$ cat config.mk
export PLATFORM = sky130hd
export DESIGN_NAME = multi_cycle_ctrl
export DESIGN_NICKNAME = d
export VERILOG_FILES = /design/src/rtl/multi_cycle_ctrl_pkg.sv /design/src/rtl/multi_cycle_ctrl_decode.sv /design/src/rtl/multi_cycle_ctrl.sv
export SDC_FILE = /design/constraint.sdc
export NUM_CORES = 1
export LEC_CHECK = 0
export CELL_PAD_IN_SITES_DETAIL_PLACEMENT = 1
export CELL_PAD_IN_SITES_GLOBAL_PLACEMENT = 2
export CORE_MARGIN = 8
export CORE_UTILIZATION = 29
export CTS_BUF_LIST = sky130_fd_sc_hd__clkbuf_4
export DETAILED_ROUTE_END_ITERATION = 10
export PLACE_DENSITY = 0.9
export SYNTH_ARGS = -nofsm -noshare
export SYNTH_HDL_FRONTEND = slang
export SYNTH_SLANG_ARGS = --single-unit
$ cat constraint.sdc
create_clock -name clk -period 4.3 [get_ports clk]
set_input_delay 0.43 -clock clk [delete_from_list [all_inputs] [get_ports clk]]
set_output_delay 0.43 -clock clk [all_outputs]
set_load 0.005 [all_outputs]
$ cat src/rtl/multi_cycle_ctrl_pkg.sv
// rtl/multi_cycle_ctrl_pkg.sv - shared encodings for the multi-cycle controller
package multi_cycle_ctrl_pkg;

  localparam logic [5:0] OP_RTYPE = 6'h00, OP_J    = 6'h02, OP_JAL  = 6'h03;
  localparam logic [5:0] OP_BEQ   = 6'h04, OP_BNE  = 6'h05, OP_ADDI = 6'h08;
  localparam logic [5:0] OP_SLTI  = 6'h0A, OP_ORI  = 6'h0D, OP_LUI  = 6'h0F;
  localparam logic [5:0] OP_LW    = 6'h23, OP_SW   = 6'h2B;

  localparam logic [5:0] FN_SLL  = 6'h00, FN_SRL  = 6'h02, FN_SRA = 6'h03;
  localparam logic [5:0] FN_JR   = 6'h08, FN_ADD  = 6'h20, FN_ADDU = 6'h21;
  localparam logic [5:0] FN_SUB  = 6'h22, FN_SUBU = 6'h23, FN_AND = 6'h24;
  localparam logic [5:0] FN_OR   = 6'h25, FN_SLT  = 6'h2A;

  localparam int ALUOP_DW = 5;
  localparam logic [ALUOP_DW-1:0] ALUOP_ADD  = 5'd0, ALUOP_ADDU = 5'd1, ALUOP_SUB = 5'd2;
  localparam logic [ALUOP_DW-1:0] ALUOP_SUBU = 5'd3, ALUOP_AND  = 5'd4, ALUOP_OR  = 5'd5;
  localparam logic [ALUOP_DW-1:0] ALUOP_SLT  = 5'd6, ALUOP_SLL  = 5'd7, ALUOP_SRL = 5'd8;
  localparam logic [ALUOP_DW-1:0] ALUOP_SRA  = 5'd9, ALUOP_LUI  = 5'd10;

  localparam logic [1:0] NPC_PLUS4 = 2'd0, NPC_BRANCH = 2'd1, NPC_JUMP = 2'd2, NPC_JR = 2'd3;
  localparam logic [1:0] EXT_ZERO = 2'd0, EXT_SIGN = 2'd1, EXT_HIGH = 2'd2;
  localparam logic [1:0] REGDST_RD = 2'd0, REGDST_RT = 2'd1, REGDST_R31 = 2'd2;
  localparam logic [1:0] M2R_ALU = 2'd0, M2R_MEM = 2'd1, M2R_PC4 = 2'd2;

  typedef enum logic [2:0] {
    S_IF   = 3'd0,
    S_ID   = 3'd1,
    S_EX   = 3'd2,
    S_MEM  = 3'd3,
    S_WB   = 3'd4,
    S_HALT = 3'd5
  } state_e;

  typedef enum logic [3:0] {
    CL_R, CL_I, CL_LW, CL_SW, CL_BEQ, CL_BNE, CL_J, CL_JAL, CL_JR
  } iclass_e;

endpackage

$ cat src/rtl/multi_cycle_ctrl_decode.sv
// rtl/multi_cycle_ctrl_decode.sv - combinational op/funct decode table
module instr_decode
  import multi_cycle_ctrl_pkg::*;
(
  input  logic [5:0]          op,
  input  logic [5:0]          funct,
  output logic                legal,
  output iclass_e             iclass,
  output logic [ALUOP_DW-1:0] aluop,
  output logic                alusrc,
  output logic [1:0]          extop
);

  always_comb begin
    legal  = 1'b1;
    iclass = CL_R;
    aluop  = ALUOP_ADDU;
    alusrc = 1'b0;
    extop  = EXT_ZERO;
    case (op)
      OP_RTYPE: begin
        case (funct)
          FN_ADD:  aluop = ALUOP_ADD;
          FN_ADDU: aluop = ALUOP_ADDU;
          FN_SUB:  aluop = ALUOP_SUB;
          FN_SUBU: aluop = ALUOP_SUBU;
          FN_AND:  aluop = ALUOP_AND;
          FN_OR:   aluop = ALUOP_OR;
          FN_SLT:  aluop = ALUOP_SLT;
          FN_SLL:  aluop = ALUOP_SLL;
          FN_SRL:  aluop = ALUOP_SRL;
          FN_SRA:  aluop = ALUOP_SRA;
          FN_JR:   iclass = CL_JR;
          default: legal = 1'b0;
        endcase
      end
      OP_ADDI: begin iclass = CL_I;  aluop = ALUOP_ADD;  alusrc = 1'b1; extop = EXT_SIGN; end
      OP_SLTI: begin iclass = CL_I;  aluop = ALUOP_SLT;  alusrc = 1'b1; extop = EXT_SIGN; end
      OP_ORI:  begin iclass = CL_I;  aluop = ALUOP_OR;   alusrc = 1'b1; end
      OP_LUI:  begin iclass = CL_I;  aluop = ALUOP_LUI;  alusrc = 1'b1; extop = EXT_HIGH; end
      OP_LW:   begin iclass = CL_LW; alusrc = 1'b1; extop = EXT_SIGN; end
      OP_SW:   begin iclass = CL_SW; alusrc = 1'b1; extop = EXT_SIGN; end
      // Branch compare is a subtract; the sign-extended offset feeds the target adder.
      OP_BEQ:  begin iclass = CL_BEQ; aluop = ALUOP_SUBU; extop = EXT_SIGN; end
      OP_BNE:  begin iclass = CL_BNE; aluop = ALUOP_SUBU; extop = EXT_SIGN; end
      OP_J:    iclass = CL_J;
      OP_JAL:  iclass = CL_JAL;
      default: legal = 1'b0;
    endcase
  end

endmodule

$ cat src/rtl/multi_cycle_ctrl.sv
// rtl/multi_cycle_ctrl.sv - multi-cycle MIPS-subset control FSM with memory wait timeout
module multi_cycle_ctrl
  import multi_cycle_ctrl_pkg::*;
#(
  parameter int ALUOP_W = 5,
  parameter int TIMEOUT = 16
) (
  input  logic               clk,
  input  logic               rst,
  input  logic [5:0]         OpCode,
  input  logic [5:0]         Funct,
  input  logic               mem_ready,
  input  logic               alu_zero,
  output logic               PCWr,
  output logic [1:0]         PCSrc,
  output logic               IRWr,
  output logic               MemR,
  output logic               MemW,
  output logic               RegW,
  output logic [1:0]         RegDst,
  output logic [1:0]         Mem2R,
  output logic               Alusrc,
  output logic [1:0]         EXTOp,
  output logic [ALUOP_W-1:0] Aluctrl,
  output logic [2:0]         state_o,
  output logic               halt,
  output logic               illegal,
  output logic               bus_err
);

  localparam int CNT_W = (TIMEOUT < 2) ? 1 : $clog2(TIMEOUT + 1);

  state_e              state, next;
  logic [5:0]          op_q, fn_q;
  logic [CNT_W-1:0]    wait_cnt;
  logic                latch, set_ill, set_be, mem_to;
  logic                dec_legal, dec_alusrc;
  iclass_e             dec_class;
  logic [ALUOP_DW-1:0] dec_aluop, aluop;
  logic [1:0]          dec_extop;

  instr_decode u_decode (
    .op     (op_q),
    .funct  (fn_q),
    .legal  (dec_legal),
    .iclass (dec_class),
    .aluop  (dec_aluop),
    .alusrc (dec_alusrc),
    .extop  (dec_extop)
  );

  // Fires on the TIMEOUT-th consecutive wait cycle; a same-cycle mem_ready takes priority.
  assign mem_to  = (TIMEOUT > 0) && !mem_ready && (wait_cnt == CNT_W'(TIMEOUT - 1));
  assign Aluctrl = ALUOP_W'(aluop);
  assign state_o = state;
  assign halt    = (state == S_HALT);

  always_comb begin
    next    = state;
    PCWr    = 1'b0;
    PCSrc   = NPC_PLUS4;
    IRWr    = 1'b0;
    MemR    = 1'b0;
    MemW    = 1'b0;
    RegW    = 1'b0;
    RegDst  = REGDST_RD;
    Mem2R   = M2R_ALU;
    Alusrc  = 1'b0;
    EXTOp   = EXT_ZERO;
    aluop   = '0;
    latch   = 1'b0;
    set_ill = 1'b0;
    set_be  = 1'b0;
    case (state)
      S_IF: begin
        MemR = 1'b1;
        if (mem_ready) begin
          IRWr  = 1'b1;
          PCWr  = 1'b1;
          latch = 1'b1;
          next  = S_ID;
        end else if (mem_to) begin
          set_be = 1'b1;
          next   = S_HALT;
        end
      end
      S_ID: begin
        if (!dec_legal) begin
          set_ill = 1'b1;
          next    = S_HALT;
        end else if (dec_class == CL_J || dec_class == CL_JAL) begin
          PCWr  = 1'b1;
          PCSrc = NPC_JUMP;
          next  = S_IF;
          if (dec_class == CL_JAL) begin
            RegW   = 1'b1;
            RegDst = REGDST_R31;
            Mem2R  = M2R_PC4;
          end
        end else begin
          next = S_EX;
        end
      end
      S_EX: begin
        aluop  = dec_aluop;
        Alusrc = dec_alusrc;
        EXTOp  = dec_extop;
        case (dec_class)
          CL_BEQ:        begin PCWr = alu_zero;  PCSrc = NPC_BRANCH; next = S_IF; end
          CL_BNE:        begin PCWr = !alu_zero; PCSrc = NPC_BRANCH; next = S_IF; end
          CL_JR:         begin PCWr = 1'b1;      PCSrc = NPC_JR;     next = S_IF; end
          CL_LW, CL_SW:  next = S_MEM;
          default:       next = S_WB;
        endcase
      end
      S_MEM: begin
        Alusrc = 1'b1;
        EXTOp  = EXT_SIGN;
        aluop  = ALUOP_ADDU;
        MemR   = (dec_class == CL_LW);
        MemW   = (dec_class == CL_SW);
        if (mem_ready) begin
          next = (dec_class == CL_LW) ? S_WB : S_IF;
        end else if (mem_to) begin
          set_be = 1'b1;
          next   = S_HALT;
        end
      end
      S_WB: begin
        RegW   = 1'b1;
        RegDst = (dec_class == CL_R) ? REGDST_RD : REGDST_RT;
        Mem2R  = (dec_class == CL_LW) ? M2R_MEM : M2R_ALU;
        next   = S_IF;
      end
      S_HALT: next = S_HALT;
      default: next = S_IF;
    endcase
  end

  always_ff @(posedge clk) begin
    if (rst) begin
      state    <= S_IF;
      op_q     <= '0;
      fn_q     <= '0;
      wait_cnt <= '0;
      illegal  <= 1'b0;
      bus_err  <= 1'b0;
    end else begin
      state <= next;
      if (latch) begin
        op_q <= OpCode;
        fn_q <= Funct;
      end
      if (next != state)
        wait_cnt <= '0;
      else if ((state == S_IF || state == S_MEM) && !mem_ready)
        wait_cnt <= wait_cnt + 1'b1;
      if (set_ill) illegal <= 1'b1;
      if (set_be)  bus_err <= 1'b1;
    end
  end

endmodule

==> insert_results.sql <==
INSERT INTO impl_metrics (metric_group, metric, value, unit) VALUES
('outcome', 'status', 'finished, final reports clean', ''),
('clocking', 'post_cts_resized', '0', ''),
('critical_path', 'critical_path.reg2reg.endpoint', 'fn_q[3]', ''),
('floorplanning', 'top_level_ports', '41', ''),
('global_route', 'first_pass_grt_wire_length', '7920', 'microns'),
('critical_path', 'worst-path-max-fanout', '14', ''),
('clocking', 'clock_tree_from_tritoncts', 'done', ''),
('sta', 'worst_clock_skew', '0.00695', 'ns'),
('synthesis', 'async_flop_share', '0', ''),
('min_path', 'holdCritPathClass', 'flop to flop', ''),
('sta', 'final-max-slew-violation-count', '0', ''),
('drt', 'detail_route.wl_per_cell', '14.7', 'microns'),
('critical_path', 'setup.worst_path.start', 'state_o[0]', ''),
('synthesis', 'synth-seq-area-share', '0.276', ''),
('critical_path', 'worst_ep_required_time', '3.87', 'ns'),
('global_route', 'gr-usage-all-layers', '0.114', ''),
('synthesis', 'synthesis.yosys.warnings', '0', ''),
('clocking', 'cts_inserted_buffers', '3', ''),
('clocking', 'post-cts-setup-buffer-count', '0', ''),
('critical_path', 'critPathCapture', 'IRWr', ''),
('place', 'gp_congestion', '0.774', ''),
('sta', 'final.setup.tns', '0', 'ns'),
('drt', 'avgViaCountPerCell', '5.10', ''),
('finish', 'post_route_cells_drive_above_1_share', '0.0437', ''),
('synthesis', 'synthFlopType', 'sky130_fd_sc_hd__dfxtp_1', ''),
('sta', 'tightestPinTransition', '0.703', 'ns'),
('clocking', 'insertion_delay', '0.31', 'ns'),
('floorplanning', 'die_w', '90.2', 'microns'),
('min_path', 'worstHoldPathCells', '2', ''),
('clocking', 'hold_buffers', '0', ''),
('synthesis', 'synth_edf_count', '0', ''),
('sta', 'final-hold-violation-count', '0', ''),
('clocking', 'cts.root.buffer_cell', 'sky130_fd_sc_hd__clkbuf_4', ''),
('sta', 'finalWorstPathRequiredPeriod', '3.12', 'ns'),
('sta', 'fmax', '320', 'MHz'),
('drt', 'dr_total_vias', '1653', ''),
('place', 'hpwl', '3790', 'microns'),
('place', 'buffer_ports.inserted', '39', ''),
('clocking', 'clock_tree.buffer_depth', '2', ''),
('synthesis', 'synthDominantAreaCellType', 'sky130_fd_sc_hd__dfxtp_1', ''),
('floorplanning', 'floorplan.initialDensity', '0.295', ''),
('drt', 'drt-initial-drc-count', '52', ''),
('sta', 'maxSlewHeadroom', '0.530', ''),
('sta', 'rsz0062_at_grt', 'false', ''),
('pwr', 'ir_drop', '0.000181', 'V'),
('drt', 'ant_nets', '0', ''),
('synthesis', 'netlist.area_leader.share', '0.276', ''),
('finish', 'final_cell_count_no_fill', '324', ''),
('synthesis', 'syn-num-nets', '243', ''),
('pwr', 'pwr_dens', '473', 'nW/um^2'),
('synthesis', 'mappedNetlistArea', '1600', 'sq um'),
('min_path', 'hold_path_startpoint', 'bus_err', ''),
('pwr', 'leakagePower', '0.725', 'nW'),
('critical_path', 'critical_path_source_type', 'flop', ''),
('global_route', 'pin_count_of_the_biggest_net_entering_global_routing', '20', ''),
('synthesis', 'syn_avg_cell_area', '7.09', 'sq um'),
('global_route', 'antenna_found_initial', '0', ''),
('critical_path', 'timing.reg2reg.setup_slack', '2.17', 'ns'),
('drt', 'detailedRoute.firstPassIterationCount', '4', ''),
('sta', 'finalCritPeriodShare', '0.726', ''),
('floorplanning', 'floorplan.core_area', '5410', 'sq um'),
('global_route', 'grt_total_ovfl', '0', ''),
('floorplanning', 'die_y', '90.2', 'microns'),
('floorplanning', 'row_count', '27', ''),
('clocking', 'clkSlewWorstSetupHoldPaths', '0.12', 'ns'),
('finish', 'finish.net_count', '271', ''),
('synthesis', 'postSynthRegisterBits', '22', ''),
('critical_path', 'reg2regPathDepth', '5', ''),
('place', 'post-place-cells', '320', ''),
('synthesis', 'netlist-cell-type-count', '52', ''),
('clocking', 'clock_sink_count', '22', '');
[metrics by stage]
step | worst slack (ns) | power (mW) | util | instance area, sq um
after global placement | 1.33 | 0.866 | 0.371 | 2000
after CTS | 1.17 | 0.973 | 0.375 | 2030
after global routing | 0.970 | 1.04 | 0.375 | 2030
after floorplan | 2.28 | 0.688 | - | 1600
after detailed placement | 1.27 | 0.875 | 0.371 | 2000
final | 1.18 | 0.961 | 0.375 | 2030
[final cells by class]
| type | count | area [sq um] |
|---|---|---|
| Timing Repair Buffer | 39 | 390 |
| Fill cell | 696 | 3380 |
| Sequential cell | 22 | 440 |
| Tap cell | 72 | 90.1 |
| Inverter | 8 | 30.0 |
| Multi-Input combinational cell | 179 | 1050 |
| Clock inverter | 1 | 3.75 |
| Clock buffer | 3 | 22.5 |
[layout by cell type (no fill, tap or decap), types with 2 or more instances in the layout]
| master | Yosys | routed |
|---|---|---|
| sky130_fd_sc_hd__xnor2_1 | 2 | 2 |
| sky130_fd_sc_hd__clkdlybuf4s50_1 | 0 | 39 |
| sky130_fd_sc_hd__nor2b_1 | 5 | 5 |
| sky130_fd_sc_hd__and3_1 | 2 | 2 |
| sky130_fd_sc_hd__nor3b_1 | 3 | 3 |
| sky130_fd_sc_hd__o211ai_1 | 2 | 2 |
| sky130_fd_sc_hd__nand4_1 | 3 | 3 |
| sky130_fd_sc_hd__a21boi_0 | 2 | 2 |
| sky130_fd_sc_hd__a22oi_1 | 2 | 2 |
| sky130_fd_sc_hd__dfxtp_1 | 22 | 22 |
| sky130_fd_sc_hd__or2_2 | 2 | 2 |
| sky130_fd_sc_hd__and2_1 | 3 | 3 |
| sky130_fd_sc_hd__a21oi_1 | 25 | 25 |
| sky130_fd_sc_hd__xor2_1 | 4 | 4 |
| sky130_fd_sc_hd__o31ai_1 | 2 | 2 |
| sky130_fd_sc_hd__nand2b_1 | 7 | 7 |
| sky130_fd_sc_hd__o32ai_1 | 2 | 2 |
| sky130_fd_sc_hd__mux2i_1 | 2 | 2 |
| sky130_fd_sc_hd__or3_1 | 5 | 5 |
| sky130_fd_sc_hd__inv_1 | 8 | 8 |
| sky130_fd_sc_hd__nand2_1 | 34 | 34 |
| sky130_fd_sc_hd__clkbuf_4 | 0 | 3 |
| sky130_fd_sc_hd__a31oi_1 | 3 | 3 |
| sky130_fd_sc_hd__nor3_1 | 9 | 9 |
| sky130_fd_sc_hd__nand3_1 | 4 | 4 |
| sky130_fd_sc_hd__ha_1 | 2 | 2 |
| sky130_fd_sc_hd__nor2_1 | 21 | 21 |
| sky130_fd_sc_hd__o21ai_0 | 9 | 9 |
| sky130_fd_sc_hd__a21oi_2 | 2 | 2 |
[report_power, final]
| group | total (mW) | switching, mW | internal, mW |
|---|---|---|---|
| combinational | 0.518 | 0.270 | 0.247 |
| sequential | 0.348 | 0.102 | 0.247 |
| clock | 0.0946 | 0.0607 | 0.0339 |
| total | 0.961 | 0.433 | 0.528 |
[layer usage]
| layer | vias to the layer above | wire length, microns | global-route usage |
|---|---|---|---|
| li1 | 849 | - | - |
| met1 | 777 | 2320 | 0.145 |
| met2 | 23 | 2220 | 0.191 |
| met3 | 4 | 173 | 0.0224 |
| met4 | 0 | 37 | 0.0333 |
| met5 | - | 0 | 0 |
[cell families (layout without fill, tap and decap cells)]
logic type / Yosys count / in the layout / share of synthesized area
buffers and inverters: 24 / 51 / 0.0643
xor gates and xnor gates: 6 / 6 / 0.0329
AOI/OAI and AO/OA: 61 / 61 / 0.243
and+or+nand+nor: 107 / 107 / 0.353
DFF: 22 / 22 / 0.276
muxes: 2 / 2 / 0.0125
adders and majority gates: 2 / 2 / 0.0157
other: 1 / 1 / 0.00235
[sequential cells by signal, summed over array words and instances, names as in the netlist]
register / count
wait_cnt: 5
bus_err: 1
fn_q: 6
state_o: 3
op_q: 6
illegal: 1
[Yosys cell counts, types with 2 or more instances]
cell                        n
sky130_fd_sc_hd__nand2_1   34
sky130_fd_sc_hd__a21oi_1   25
sky130_fd_sc_hd__dfxtp_1   22
sky130_fd_sc_hd__nor2_1    21
sky130_fd_sc_hd__clkbuf_1  10
sky130_fd_sc_hd__nor3_1     9
sky130_fd_sc_hd__o21ai_0    9
sky130_fd_sc_hd__inv_1      8
sky130_fd_sc_hd__nand2b_1   7
sky130_fd_sc_hd__nor2b_1    5
sky130_fd_sc_hd__or3_1      5
sky130_fd_sc_hd__buf_2      4
sky130_fd_sc_hd__nand3_1    4
sky130_fd_sc_hd__xor2_1     4
sky130_fd_sc_hd__a31oi_1    3
sky130_fd_sc_hd__and2_1     3
sky130_fd_sc_hd__nand4_1    3
sky130_fd_sc_hd__nor3b_1    3
sky130_fd_sc_hd__a21boi_0   2
sky130_fd_sc_hd__a21oi_2    2
sky130_fd_sc_hd__a22oi_1    2
sky130_fd_sc_hd__and3_1     2
sky130_fd_sc_hd__buf_4      2
sky130_fd_sc_hd__ha_1       2
sky130_fd_sc_hd__mux2i_1    2
sky130_fd_sc_hd__o211ai_1   2
sky130_fd_sc_hd__o31ai_1    2
sky130_fd_sc_hd__o32ai_1    2
sky130_fd_sc_hd__or2_2      2
sky130_fd_sc_hd__xnor2_1    2
[critical path, cell delays in order (launching register included)]
cell and delay, ns:
sky130_fd_sc_hd__dfxtp_1 0.45, sky130_fd_sc_hd__nor2_1 0.38, sky130_fd_sc_hd__nand3_1 0.49, sky130_fd_sc_hd__inv_1 0.48
sky130_fd_sc_hd__clkdlybuf4s50_1 0.58
[how the worst min path moves through the flow]
stage,to,slack [ns]
after global routing,bus_err,0.51
after floorplan,fn_q[4],0.46
after global placement,bus_err,0.46
after CTS,bus_err,0.49
after detailed placement,bus_err,0.46
final,bus_err,0.48
(Power assumes the default switching activity.)
